<file path="config.mk">
export PLATFORM = sky130hd
export DESIGN_NAME = mem_wb_hilo
export DESIGN_NICKNAME = d
export VERILOG_FILES = /design/src/rtl/mem_wb_hilo_pkg.sv /design/src/rtl/mem_wb_hilo_hilo_reg.sv /design/src/rtl/mem_wb_hilo.sv
export SDC_FILE = /design/constraint.sdc
export NUM_CORES = 1
export LEC_CHECK = 0
export ABC_AREA = 1
export CORE_MARGIN = 8
export CORE_UTILIZATION = 30
export CTS_CLUSTER_SIZE = 20
export DETAILED_ROUTE_END_ITERATION = 16
export PLACE_DENSITY_LB_ADDON = 0.3
export SLEW_MARGIN = 20
export SYNTH_ARGS = -nofsm -noshare
export SYNTH_HDL_FRONTEND = slang
export SYNTH_SLANG_ARGS = --single-unit
</file>
<file path="constraint.sdc">
create_clock -name clk -period 5.72 [get_ports clk]
set_input_delay 1.43 -clock clk [delete_from_list [all_inputs] [get_ports clk]]
set_output_delay 1.43 -clock clk [all_outputs]
set_load 0.03 [all_outputs]
</file>
<file path="src/rtl/mem_wb_hilo_pkg.sv">
// Shared constants and stage-update decode for the MEM/WB pipeline register
// and its architectural HI/LO storage.
package mem_wb_hilo_pkg;

    localparam int REG_ADDR_W = 5;
    localparam int HILO_SEL_W = 2;
    localparam int HILO_HI    = 1;
    localparam int HILO_LO    = 0;

    typedef enum logic [1:0] {
        STAGE_LOAD   = 2'd0,
        STAGE_HOLD   = 2'd1,
        STAGE_BUBBLE = 2'd2
    } stage_op_t;

    // Flush beats bubble beats hold beats load. A WB-only stall has no legal
    // meaning, so it is folded into hold rather than dropping the instruction.
    function automatic stage_op_t stage_op(input logic flush,
                                           input logic stall_mem,
                                           input logic stall_wb);
        stage_op_t op;
        op = STAGE_LOAD;
        if (flush) begin
            op = STAGE_BUBBLE;
        end else if (stall_mem && !stall_wb) begin
            op = STAGE_BUBBLE;
        end else if (stall_wb) begin
            op = STAGE_HOLD;
        end
        return op;
    endfunction

endpackage

</file>
<file path="src/rtl/mem_wb_hilo_hilo_reg.sv">
// Architectural HI/LO registers written from the WB stage; optional read
// bypass enabled by the MEM_WB_HILO_BYPASS_EN macro.
module hilo_reg
    import mem_wb_hilo_pkg::*;
#(
    parameter int DATA_W = 32
) (
    input  logic                  clk,
    input  logic                  rst,
    input  logic                  stall_wb,
    input  logic [HILO_SEL_W-1:0] write_hilo,
    input  logic [DATA_W-1:0]     hi_data,
    input  logic [DATA_W-1:0]     lo_data,
    output logic [DATA_W-1:0]     hi,
    output logic [DATA_W-1:0]     lo
);

    logic [DATA_W-1:0] hi_q;
    logic [DATA_W-1:0] lo_q;
    logic              hi_we;
    logic              lo_we;

    // A held instruction must not write until its stall releases.
    assign hi_we = write_hilo[HILO_HI] && !stall_wb;
    assign lo_we = write_hilo[HILO_LO] && !stall_wb;

    always_ff @(posedge clk or posedge rst) begin
        if (rst) begin
            hi_q <= '0;
            lo_q <= '0;
        end else begin
            if (hi_we) hi_q <= hi_data;
            if (lo_we) lo_q <= lo_data;
        end
    end

`ifdef MEM_WB_HILO_BYPASS_EN
    assign hi = hi_we ? hi_data : hi_q;
    assign lo = lo_we ? lo_data : lo_q;
`else
    assign hi = hi_q;
    assign lo = lo_q;
`endif

endmodule

</file>
<file path="src/rtl/mem_wb_hilo.sv">
// MEM/WB pipeline register with flush/bubble/hold control feeding the
// HI/LO register file. Optional read bypass: MEM_WB_HILO_BYPASS_EN.
module mem_wb_hilo
    import mem_wb_hilo_pkg::*;
#(
    parameter int DATA_W = 32
) (
    input  logic                  clk,
    input  logic                  rst,
    input  logic                  stall_mem_i,
    input  logic                  stall_wb_i,
    input  logic                  flush_i,
    input  logic [REG_ADDR_W-1:0] writeAddr_i,
    input  logic                  writeEnable_i,
    input  logic [HILO_SEL_W-1:0] writeHILO_i,
    input  logic [DATA_W-1:0]     HI_data_i,
    input  logic [DATA_W-1:0]     LO_data_i,
    output logic [REG_ADDR_W-1:0] writeAddr_o,
    output logic                  writeEnable_o,
    output logic [HILO_SEL_W-1:0] writeHILO_o,
    output logic [DATA_W-1:0]     HI_data_o,
    output logic [DATA_W-1:0]     LO_data_o,
    output logic [DATA_W-1:0]     HI_o,
    output logic [DATA_W-1:0]     LO_o
);

    stage_op_t op;

    always_comb begin
        op = stage_op(flush_i, stall_mem_i, stall_wb_i);
    end

    always_ff @(posedge clk or posedge rst) begin
        if (rst) begin
            writeAddr_o   <= '0;
            writeEnable_o <= 1'b0;
            writeHILO_o   <= '0;
            HI_data_o     <= '0;
            LO_data_o     <= '0;
        end else begin
            case (op)
                STAGE_BUBBLE: begin
                    writeAddr_o   <= '0;
                    writeEnable_o <= 1'b0;
                    writeHILO_o   <= '0;
                    HI_data_o     <= '0;
                    LO_data_o     <= '0;
                end
                STAGE_LOAD: begin
                    writeAddr_o   <= writeAddr_i;
                    writeEnable_o <= writeEnable_i;
                    writeHILO_o   <= writeHILO_i;
                    HI_data_o     <= HI_data_i;
                    LO_data_o     <= LO_data_i;
                end
                default: begin
                    writeAddr_o   <= writeAddr_o;
                    writeEnable_o <= writeEnable_o;
                    writeHILO_o   <= writeHILO_o;
                    HI_data_o     <= HI_data_o;
                    LO_data_o     <= LO_data_o;
                end
            endcase
        end
    end

    hilo_reg #(
        .DATA_W(DATA_W)
    ) u_hilo_reg (
        .clk       (clk),
        .rst       (rst),
        .stall_wb  (stall_wb_i),
        .write_hilo(writeHILO_o),
        .hi_data   (HI_data_o),
        .lo_data   (LO_data_o),
        .hi        (HI_o),
        .lo        (LO_o)
    );

endmodule

</file>
After elaboration in Yosys (flattened, before gate mapping)
Index checks and enable logic that the tools add are counted.
{"block": "totals", "register_bits": 136, "word_cells": 22, "output_inout_bits": 136}
{"block": "op_classes", "eq_ne": 1, "reduce_logical": 6, "n_mux": 8}
{"op": "$pmux W32 S2", "count": 2}
{"op": "$pmux W5 S2", "count": 1}
{"op": "$mux W2", "count": 2}
{"op": "$pmux W2 S2", "count": 1}
{"op": "$logic_and A1 B1 Y1", "count": 3}
{"op": "$eq A2 B2 Y1 const B", "count": 1}
{"op": "$logic_not A2 Y1", "count": 1}
{"op": "$pmux W1 S2", "count": 1}
{"op": "$reduce_bool A2 Y1", "count": 1}
{"op": "$logic_not A1 Y1", "count": 1}
{"op": "$mux W1", "count": 1}

Logic depth before layout (Yosys ltp)
Gate-level depths: netlist of run 1.
{"block": "depth", "ltp_word": 6, "depth_mapped": 6, "mapped_depth_nobuf": 4}

Cells and area by module
From an unflattened synthesis of run 1, not the netlist that was laid out.
{"block": "hier_totals", "hier_cells": 595, "hier_area_um2": 5388.9}
{"mod": "mem_wb_hilo", "area_each_um2": 2822.7, "instances": 1, "seq_area_each_um2": 1801.7, "cells_per_inst": 314}
{"mod": "hilo_reg", "area_each_um2": 2566.2, "instances": 1, "seq_area_each_um2": 1601.5, "cells_per_inst": 281}

Worst setup path after synthesis of run 1
Ideal clock, no wire load.
{"block": "synth_timing", "path_kind": "input to register", "start": "in stall_wb_i", "end": "reg u_hilo_reg.lo_q[0] (netlist: u_hilo_reg.lo[0])", "cell_stages": 6, "setup_time_ns": 0.118, "t_arrival_ns": 2.014, "slack_ns": 3.588, "path_cell_list": "inv_2 > buf_6 > nand2_8 > buf_6 > nand2_1 > nand2_1"}
{"block": "synth_via", "elab_chain_cells": 2}
{"element": "from (decl)", "line_no": "mem_wb_hilo.sv:11", "rtl": "input logic stall_wb_i,"}
{"element": "$logic_not A1 Y1", "line_no": "mem_wb_hilo_hilo_reg.sv:25", "rtl": "assign lo_we = write_hilo[HILO_LO] && !stall_wb;"}
{"element": "$logic_and A1 B1 Y1", "line_no": "mem_wb_hilo_hilo_reg.sv:25"}
{"element": "to (signal assigned)", "line_no": "mem_wb_hilo_hilo_reg.sv:33", "rtl": "if (lo_we) lo_q <= lo_data;"}
{"element": "to (decl)", "line_no": "mem_wb_hilo_hilo_reg.sv:19", "rtl": "logic [DATA_W-1:0] lo_q;"}
No other way between the ends.
A chain may end at the register's enable or synchronous reset.

Final worst setup path of run 1
{"block": "layout_timing", "start": "reg writeHILO_o[0]", "end": "out writeHILO_o[0]"}
{"element": "from (decl)", "line_no": "mem_wb_hilo.sv:20", "rtl": "output logic [HILO_SEL_W-1:0] writeHILO_o,"}
{"element": "from (signal assigned)", "line_no": "mem_wb_hilo.sv:52", "rtl": "writeHILO_o <= writeHILO_i;"}
{"element": "from (signal assigned)", "line_no": "mem_wb_hilo.sv:59", "rtl": "writeHILO_o <= writeHILO_o;"}
No word-level cell between the ends.

==> results of run 1 <==
through the flow:
| step | hold slack [ns] | power, W | utilization | area, um^2 |
|---|---|---|---|---|
| after floorplan | 0.653 | 0.00129 | - | 5370 |
| after global placement | 0.461 | 0.00149 | 0.425 | 7560 |
| after detailed placement | 0.464 | 0.00149 | 0.425 | 7560 |
| after CTS | 0.480 | 0.00269 | 0.462 | 8210 |
| after global routing | 0.499 | 0.00277 | 0.462 | 8210 |
| final | 0.475 | 0.00266 | 0.462 | 8210 |
power groups by stage:
stage	combinational (W)	clock (W)	sequential [W]
2_1_floorplan	0.0000972	0	0.00119
3_3_place_gp	0.000416	0	0.00108
3_5_place_dp	0.000418	0	0.00108
4_1_cts	0.000419	0.00122	0.00106
5_1_grt	0.000442	0.00126	0.00107
6_report	0.000411	0.00119	0.00106
Yosys cell counts, drive strengths merged:
library cell,n,area [um^2]
inv,4,15.0
nand2,338,1280
buf,34,264
dfrtp,136,3400
nand3,72,360
nor2,4,46.3
state kept, by name, summed over array words and instances (netlist names):
name / flops
HI_data_o: 32
LO_data_o: 32
u_hilo_reg.hi: 32
u_hilo_reg.lo: 32
writeAddr_o: 5
writeHILO_o: 2
writeEnable_o: 1
worst min path at each step:
stage                      start                end  slack (ns)  cells past startpoint
2_1_floorplan  u_hilo_reg.lo[13]  u_hilo_reg.lo[13]        0.65                      2
3_3_place_gp   u_hilo_reg.lo[23]  u_hilo_reg.lo[23]        0.46                      2
6_report       u_hilo_reg.lo[19]  u_hilo_reg.lo[19]        0.47                      2
4_1_cts         u_hilo_reg.lo[5]   u_hilo_reg.lo[5]        0.48                      2
5_1_grt         u_hilo_reg.lo[5]   u_hilo_reg.lo[5]        0.50                      2
3_5_place_dp   u_hilo_reg.hi[11]  u_hilo_reg.hi[11]        0.46                      2
placed cells by master (no fill, tap or decap):
cell type        Yosys  layout
buf_4               10       5
bufinv_16            0       4
clkbuf_16            0      17
clkbuf_8             0       2
clkdlybuf4s50_1      0     212
clkinv_2             0       1
clkinv_4             0       2
clkinvlp_4           0       3
dfrtp_1            136     136
inv_1                2       1
inv_2                2       2
inv_6                0       4
nand2_1            337     337
nand2_8              1       1
nand3_1             72      72
nor2_2               0       1
nor2_4               2       2
nor2_8               1       1
routing by layer:
| layer | up-vias | part of all wire | track usage |
|---|---|---|---|
| met2 | 151 | 0.46 | 0.236 |
| li1 | 2242 | - | - |
| met3 | 15 | 0.10 | 0.0699 |
| met5 | - | 0.0016 | 0 |
| met1 | 2197 | 0.43 | 0.184 |
| met4 | 4 | 0.0077 | 0.0375 |
logic make-up (layout without fill, tap and decap cells):
group / count (synthesis) / in the layout
buf+inv: 38 / 253
flops: 136 / 136
simple gates: 414 / 414
final cells by class:
type / count / area [um^2]
Timing Repair Buffer: 217 / 2160
Multi-Input combinational cell: 414 / 1690
Clock buffer: 19 / 453
Tap cell: 229 / 287
Sequential cell: 136 / 3400
Fill cell: 1688 / 9570
Inverter: 4 / 20.0
Clock inverter: 13 / 191
==> results_dict.tcl, run 1 <==
set metrics [dict create \
    die_w_um 150 \
    post_cts_buffers 0 \
    synthMuxAreaShare 0 \
    drt_iter0_drc 267 \
    ys_ff_latch 136 \
    numCtsBuffers 17 \
    clk_latency_ns 0.41 \
    cp-start-kind "flop" \
    final_nets 867 \
    finalWeightedCongestion 0.746 \
    tightest_slew_ns 1.00 \
    yosysWarningCount 0 \
    reg2reg_from "writeHILO_o[0]" \
    ctsHoldBuffers 0 \
    cp_cell_sequence "clkdlybuf4s50_1" \
    grt_overflow 0 \
    path_clk_slew_ns 0.06 \
    crit_arrival_ns 1.70 \
    crit_type "flop to primary output" \
    status "finished, final reports clean" \
    startpoint "writeHILO_o[0]" \
    grt_use_total 0.151 \
    ant_nets 0 \
    antenna_found_initial 2 \
    drive_gt1_frac 0.0560 \
    grt_pass1_vias 4730 \
    cts_tree "built" \
    cp.depth 1 \
    reg2reg_to "u_hilo_reg.lo[7]" \
    power.share.switching 0.265 \
    synth-compound-area-share 0 \
    peakVddDrop_mv 0.194 \
    fin_crit_ns 3.13 \
    grt_pass1_wl_mm 26.4 \
    port_buffers 212 \
    yosys.area_share.adder 0 \
    fp.dieH_um 150 \
    endpoint "writeHILO_o[0]" \
    report.final.slew_viol_count 0 \
    clock_skew_ns 0.00787 \
    hold_violations 0 \
    p_leak_nw 4.10 \
    rows 49 \
    setup_tns_ns 0 \
    worst_path_max_delay_cell "clkdlybuf4s50_1" \
    crit_fanout 4 \
    post_cts_resized 0 \
    n_antenna_cell 0 \
    pwr_density_cell_nw_per_um2 324 \
    area_delta_synth_final_pct 52.7 \
    wirelength_mm 16.6 \
    p_sw_w 0.000705 \
    endpoint_kind "primary output" \
    seq_power_share 0.399 \
    slew_headroom 0.330 \
    vias 4609 \
    dieArea_um2 22500 \
    avgSynthCellArea_um2 9.14 \
    clock_sinks 136 \
    critPathTopFamily "buffers and inverters" \
    yosysSeqAreaShare 0.633 \
    clockRootBuffer "clkbuf_16" \
    syn_inst 588 \
    cp_num_buf_inv 1 \
    cts_buffer_depth 2 \
    critPathRequiredTime_ns 4.29 \
    crit_path_max_incr_delay_ns 0.79 \
    core-area_um2 17800 \
    grt_max_degree 109 \
    drc 0 \
    setup_ws_ns 2.59 \
    maxCapViolCount 0 \
    viasPerCell 4.47 \
    yosysUniqueCellTypes 12 \
    fin_crit_sh 0.548 \
    p_clk_frac 0.447 \
    clock.fmax_mhz 319 \
    r2r_setup_slack_ns 4.24 \
    p_comb_frac 0.155 \
    cts_max_level 4 \
    p_int_w 0.00195 \
    placed_cells 1000 \
    drtPass1Iterations 4 \
    hold_class "flop to flop" \
    io_pins 213 \
    rsz0062_at_grt "false" \
    synth-xor-area-share 0 \
    syn_area_um2 5370 \
    initial_core_util 0.302 \
    ff2ff_path_depth 4 \
    syn-num-nets 665 \
    hpwlAfterDp_mm 11.1 \
    avgRoutedWirePerCell_um 16.1 \
    synth_top_family_by_area "simple AND/OR/NAND/NOR gates" \
    place_ws_ns 2.14 \
    synth-simple-area-share 0.315 \
    setup_viol 0 \
    stdcell_count 1032 \
]
Power figures use the tool's default switching activity.
==> run 2, diff against run 1 <==
- clock period: 5.72 -> 2.95 ns (I/O delays scaled with it)
==> run 2 against run 1 <==
- utilization rose by 0.72 points
- total power rose by 94%
- largest power group unchanged
- sequential share of layout area is 0.64 points lower
- largest cell class unchanged
- clock power grew 92%
- flip-flop and latch count unchanged
- die area stayed put
==> results_dict.tcl, run 2 (synthesis gave the netlist of run 1 again) <==
set metrics [dict create \
    status "finished, final reports clean" \
    cp_num_buf_inv 1 \
    cp.depth 1 \
    ctsHoldBuffers 0 \
    grt_overflow 0 \
    grt_pass1_vias 4882 \
    critPathTopFamily "buffers and inverters" \
    wirelength_mm 17.1 \
    critPathRequiredTime_ns 2.21 \
    io_pins 213 \
    hold_violations 0 \
    antenna_found_initial 1 \
    fin_crit_sh 0.823 \
    drtPass1Iterations 4 \
    min_to "u_hilo_reg.hi[26]" \
    clock_skew_ns 0.00863 \
    clk_latency_ns 0.41 \
    finalWeightedCongestion 0.752 \
    setup_ws_ns 0.523 \
    drive_gt1_frac 0.0641 \
    area_delta_synth_final_pct 55.1 \
    r2r_setup_slack_ns 1.67 \
    pwr_density_cell_nw_per_um2 619 \
    crit_path_max_incr_delay_ns 0.79 \
    dieArea_um2 22500 \
    hold_class "flop to flop" \
    min_from "u_hilo_reg.hi[26]" \
    grt_max_degree 73 \
    cts_max_level 4 \
    final_nets 875 \
    ant_nets 0 \
    setup_viol 0 \
    n_antenna_cell 0 \
    avgRoutedWirePerCell_um 16.4 \
    layout_commonest_cell "nand2_1" \
    fillers 1718 \
    slew_headroom 0.631 \
    clock_sinks 136 \
    maxCapViolCount 0 \
    viasPerCell 4.43 \
    clock.fmax_mhz 412 \
    crit_fanout 4 \
    clockRootBuffer "clkbuf_16" \
    drt_iter0_drc 231 \
    reg2reg_from "writeHILO_o[0]" \
    min_path_cells 2 \
    tightest_slew_ns 0.553 \
    fin_crit_ns 2.43 \
    post_cts_resized 0 \
    reg2reg_to "u_hilo_reg.lo[27]" \
    endpoint_kind "primary output" \
    crit_type "flop to primary output" \
    core-area_um2 17800 \
    path_clk_slew_ns 0.06 \
    cp_cell_sequence "clkdlybuf4s50_1" \
    ff2ff_path_depth 5 \
    worst_path_max_delay_cell "clkdlybuf4s50_1" \
    rows 49 \
    initial_core_util 0.302 \
    crit_arrival_ns 1.69 \
    drc 0 \
    hpwlAfterDp_mm 11.7 \
    cts_tree "built" \
    grt_pass1_wl_mm 27.3 \
    port_buffers 212 \
    place_ws_ns 0.560 \
    fp.dieH_um 150 \
    setup_tns_ns 0 \
    p_leak_nw 4.17 \
    numCtsBuffers 17 \
    vias 4606 \
    peakVddDrop_mv 0.363 \
    cp-start-kind "flop" \
    die_w_um 150 \
    post_cts_buffers 0 \
    rsz0062_at_grt "false" \
    grt_use_total 0.155 \
    cts_buffer_depth 2 \
    final_cell_mix "nand2_1, clkdlybuf4s50_1, dfrtp_1" \
    report.final.slew_viol_count 0 \
]
run 2: changes by cell type in the layout (fill, tap and decap cells not counted), sizes merged:
| cell | change |
|---|---|
| clkinvlp | -1 |
| clkbuf | +2 |
| buf | +8 |
| inv | -3 |
| clkinv | +2 |
run 2: power breakdown:
part / leakage [nW] / internal [W] / switching (W)
clock network: 0.313 / 0.00148 / 0.000804
registers: 1.86 / 0.00198 / 0.0000758
logic: 2.00 / 0.000350 / 0.000469
run 2: through the flow:
stage | std cells | utilization | hold slack [ns] | power [W] | instance area [um^2]
2_1_floorplan | 588 | - | 0.653 | 0.00250 | 5380
3_3_place_gp | 1008 | 0.433 | 0.461 | 0.00291 | 7700
3_5_place_dp | 1008 | 0.433 | 0.465 | 0.00292 | 7700
4_1_cts | 1040 | 0.469 | 0.480 | 0.00524 | 8340
5_1_grt | 1040 | 0.469 | 0.497 | 0.00538 | 8340
6_report | 1040 | 0.469 | 0.473 | 0.00516 | 8340
run 2: worst max path at each step:
| stage | startpoint | endpoint |
|---|---|---|
| 3_5_place_dp | stall_wb_i | LO_data_o[22] |
| 3_3_place_gp | stall_wb_i | LO_data_o[23] |
| 6_report | writeHILO_o[0] | writeHILO_o[0] |
| 4_1_cts | writeHILO_o[0] | writeHILO_o[0] |
| 2_1_floorplan | rst | HI_data_o[0] |
| 5_1_grt | writeHILO_o[0] | writeHILO_o[0] |
run 2: layout make-up:
| cell class | instances | area, um^2 | area share |
|---|---|---|---|
| multi-input combinational | 414 | 1690 | 0.203 |
| timing repair buffer | 225 | 2290 | 0.275 |
| clock buffer | 21 | 470 | 0.0564 |
| clock inverter | 11 | 169 | 0.0203 |
| inverter | 4 | 18.8 | 0.00225 |
| tap | 229 | 287 | 0.0344 |
| sequential | 136 | 3400 | 0.408 |
run 2: per-layer routing:
layer,track usage,vias to the layer above,routed length [um]
met2,0.249,154,8020
li1,-,2257,-
met5,0,-,13
met4,0.0485,2,168
met3,0.0565,14,1570
met1,0.192,2179,7330
==> run 3, diff against run 2 <==
- clock period: 2.95 -> 2.55 ns (I/O delays scaled with it)
==> run 3 against run 2 <==
- routed wire length down 2.1%
- clock power up 9.6%
- clock skew about the same
- utilization down 0.41 points
- design area down 0.87%
- first-iteration DRC count down 29%
- sequential share of layout area up 0.36 points
- register-to-register slack worse by 0.44 ns
- cell count down 0.29%
- critical path depth unchanged
- flip-flop and latch count unchanged
- critical path type unchanged
==> results_dict.tcl, run 3 (synthesis gave the netlist of run 1 again) <==
set metrics [dict create \
    ant_nets 0 \
    reg2reg_from "writeHILO_o[0]" \
    dieArea_um2 22500 \
    critPathTopFamily "buffers and inverters" \
    worst_path_max_delay_cell "clkdlybuf4s50_1" \
    initial_core_util 0.302 \
    drive_gt1_frac 0.0619 \
    rows 49 \
    setup_viol 0 \
    cts_buffer_depth 2 \
    drt_iter0_drc 164 \
    grt_pass1_wl_mm 26.8 \
    fin_crit_sh 0.914 \
    r2r_setup_slack_ns 1.23 \
    cp_cell_sequence "clkdlybuf4s50_1" \
    report.final.slew_viol_count 0 \
    finalWeightedCongestion 0.769 \
    critPathRequiredTime_ns 1.91 \
    area_delta_synth_final_pct 53.8 \
    antenna_found_initial 1 \
    drc 0 \
    setup_ws_ns 0.219 \
    numCtsBuffers 17 \
    clock_skew_ns 0.00884 \
    avgRoutedWirePerCell_um 16.1 \
    slew_headroom 0.676 \
    crit_arrival_ns 1.69 \
    wirelength_mm 16.7 \
    post_cts_resized 0 \
    cp_num_buf_inv 1 \
    p_leak_nw 4.13 \
    min_from "u_hilo_reg.lo[18]" \
    grt_use_total 0.153 \
    setup_tns_ns 0 \
    path_clk_slew_ns 0.06 \
    clock_sinks 136 \
    rsz0062_at_grt "false" \
    io_pins 213 \
    grt_pass1_vias 4844 \
    place_ws_ns 0.373 \
    core-area_um2 17800 \
    crit_type "flop to primary output" \
    final_util 0.465 \
    crit_fanout 4 \
    maxCapViolCount 0 \
    cts_max_level 4 \
    drtPass1Iterations 4 \
    hold_class "flop to flop" \
    hold_violations 0 \
    vias 4587 \
    viasPerCell 4.42 \
    layout_commonest_cell "nand2_1" \
    fillers 1721 \
    final_cell_mix "nand2_1, clkdlybuf4s50_1, dfrtp_1" \
    post_cts_buffers 0 \
    hpwlAfterDp_mm 11.1 \
    fp.dieH_um 150 \
    die_w_um 150 \
    clockRootBuffer "clkbuf_16" \
    fin_crit_ns 2.33 \
    port_buffers 212 \
    startpoint "writeHILO_o[0]" \
    clock.fmax_mhz 429 \
    ctsHoldBuffers 0 \
    register_area_um2 3400 \
    cp-start-kind "flop" \
    clk_latency_ns 0.41 \
    grt_max_degree 89 \
    crit_path_max_incr_delay_ns 0.76 \
    pwr_density_cell_nw_per_um2 706 \
    final_nets 872 \
    tightest_slew_ns 0.486 \
    multi_input_area_um2 1690 \
    total_power_w 0.00583 \
    status "finished, final reports clean" \
    grt_overflow 0 \
    endpoint_kind "primary output" \
    n_antenna_cell 0 \
    peakVddDrop_mv 0.437 \
    cts_tree "built" \
]
==> run 3: changes by cell type in the layout (fill, tap and decap cells not counted), sizes merged <==
cell and delta:
bufinv -1, clkinv +1, buf -3, clkbuf -4, inv +2, clkinvlp +2
==> run 3: worst paths after layout <==
| kind | end | depth (start not counted) |
|---|---|---|
| worst min-delay path | u_hilo_reg.lo[18] | 2 |
| worst min register to register | u_hilo_reg.lo[18] | 2 |
| worst max-delay path | writeHILO_o[0] | 1 |
| worst max register to register | u_hilo_reg.lo[25] | 5 |
| min in group asynchronous | HI_data_o[27] | 3 |
| max in group asynchronous | LO_data_o[20] | 3 |
==> run 3: final cells by class <==
cell class              instances  share of cell area
flip-flops and latches        136               0.412
repair buffers                222               0.273
multi-input cells             414               0.205
well taps                     229              0.0347
inverters                       4             0.00227
clock inverters                15              0.0213
clock buffers                  17              0.0515
==> run 3: tightest hold or removal path: cells and delay by family (launching register included) <==
family	cells	cell delay, ns
DFF	1	0.34
and+or+nand+nor	2	0.10
==> run 3: per-layer routing <==
layer  global-route usage  vias to the layer above  share of wire  routed length (um)
met5                    0                        -        0.00078                  13
met4               0.0375                        2         0.0073                 123
met3               0.0608                       11          0.092                1530
met2                0.239                      150           0.45                7610
met1                0.194                     2178           0.45                7460
li1                     -                     2246              -                   -
==> run 3: power by group <==
| group | switching, W | internal, W |
|---|---|---|
| Clock | 0.000972 | 0.00154 |
| Sequential | 0.0000855 | 0.00229 |
| Combinational | 0.000543 | 0.000399 |
==> run 3: through the flow <==
| step | hold slack [ns] | std cells | area [um^2] |
|---|---|---|---|
| detailed placement | 0.464 | 1005 | 7660 |
| global route | 0.493 | 1037 | 8260 |
| finish | 0.475 | 1037 | 8260 |
| global placement | 0.461 | 1005 | 7660 |
| CTS | 0.481 | 1037 | 8260 |
| floorplan | 0.653 | 588 | 5380 |
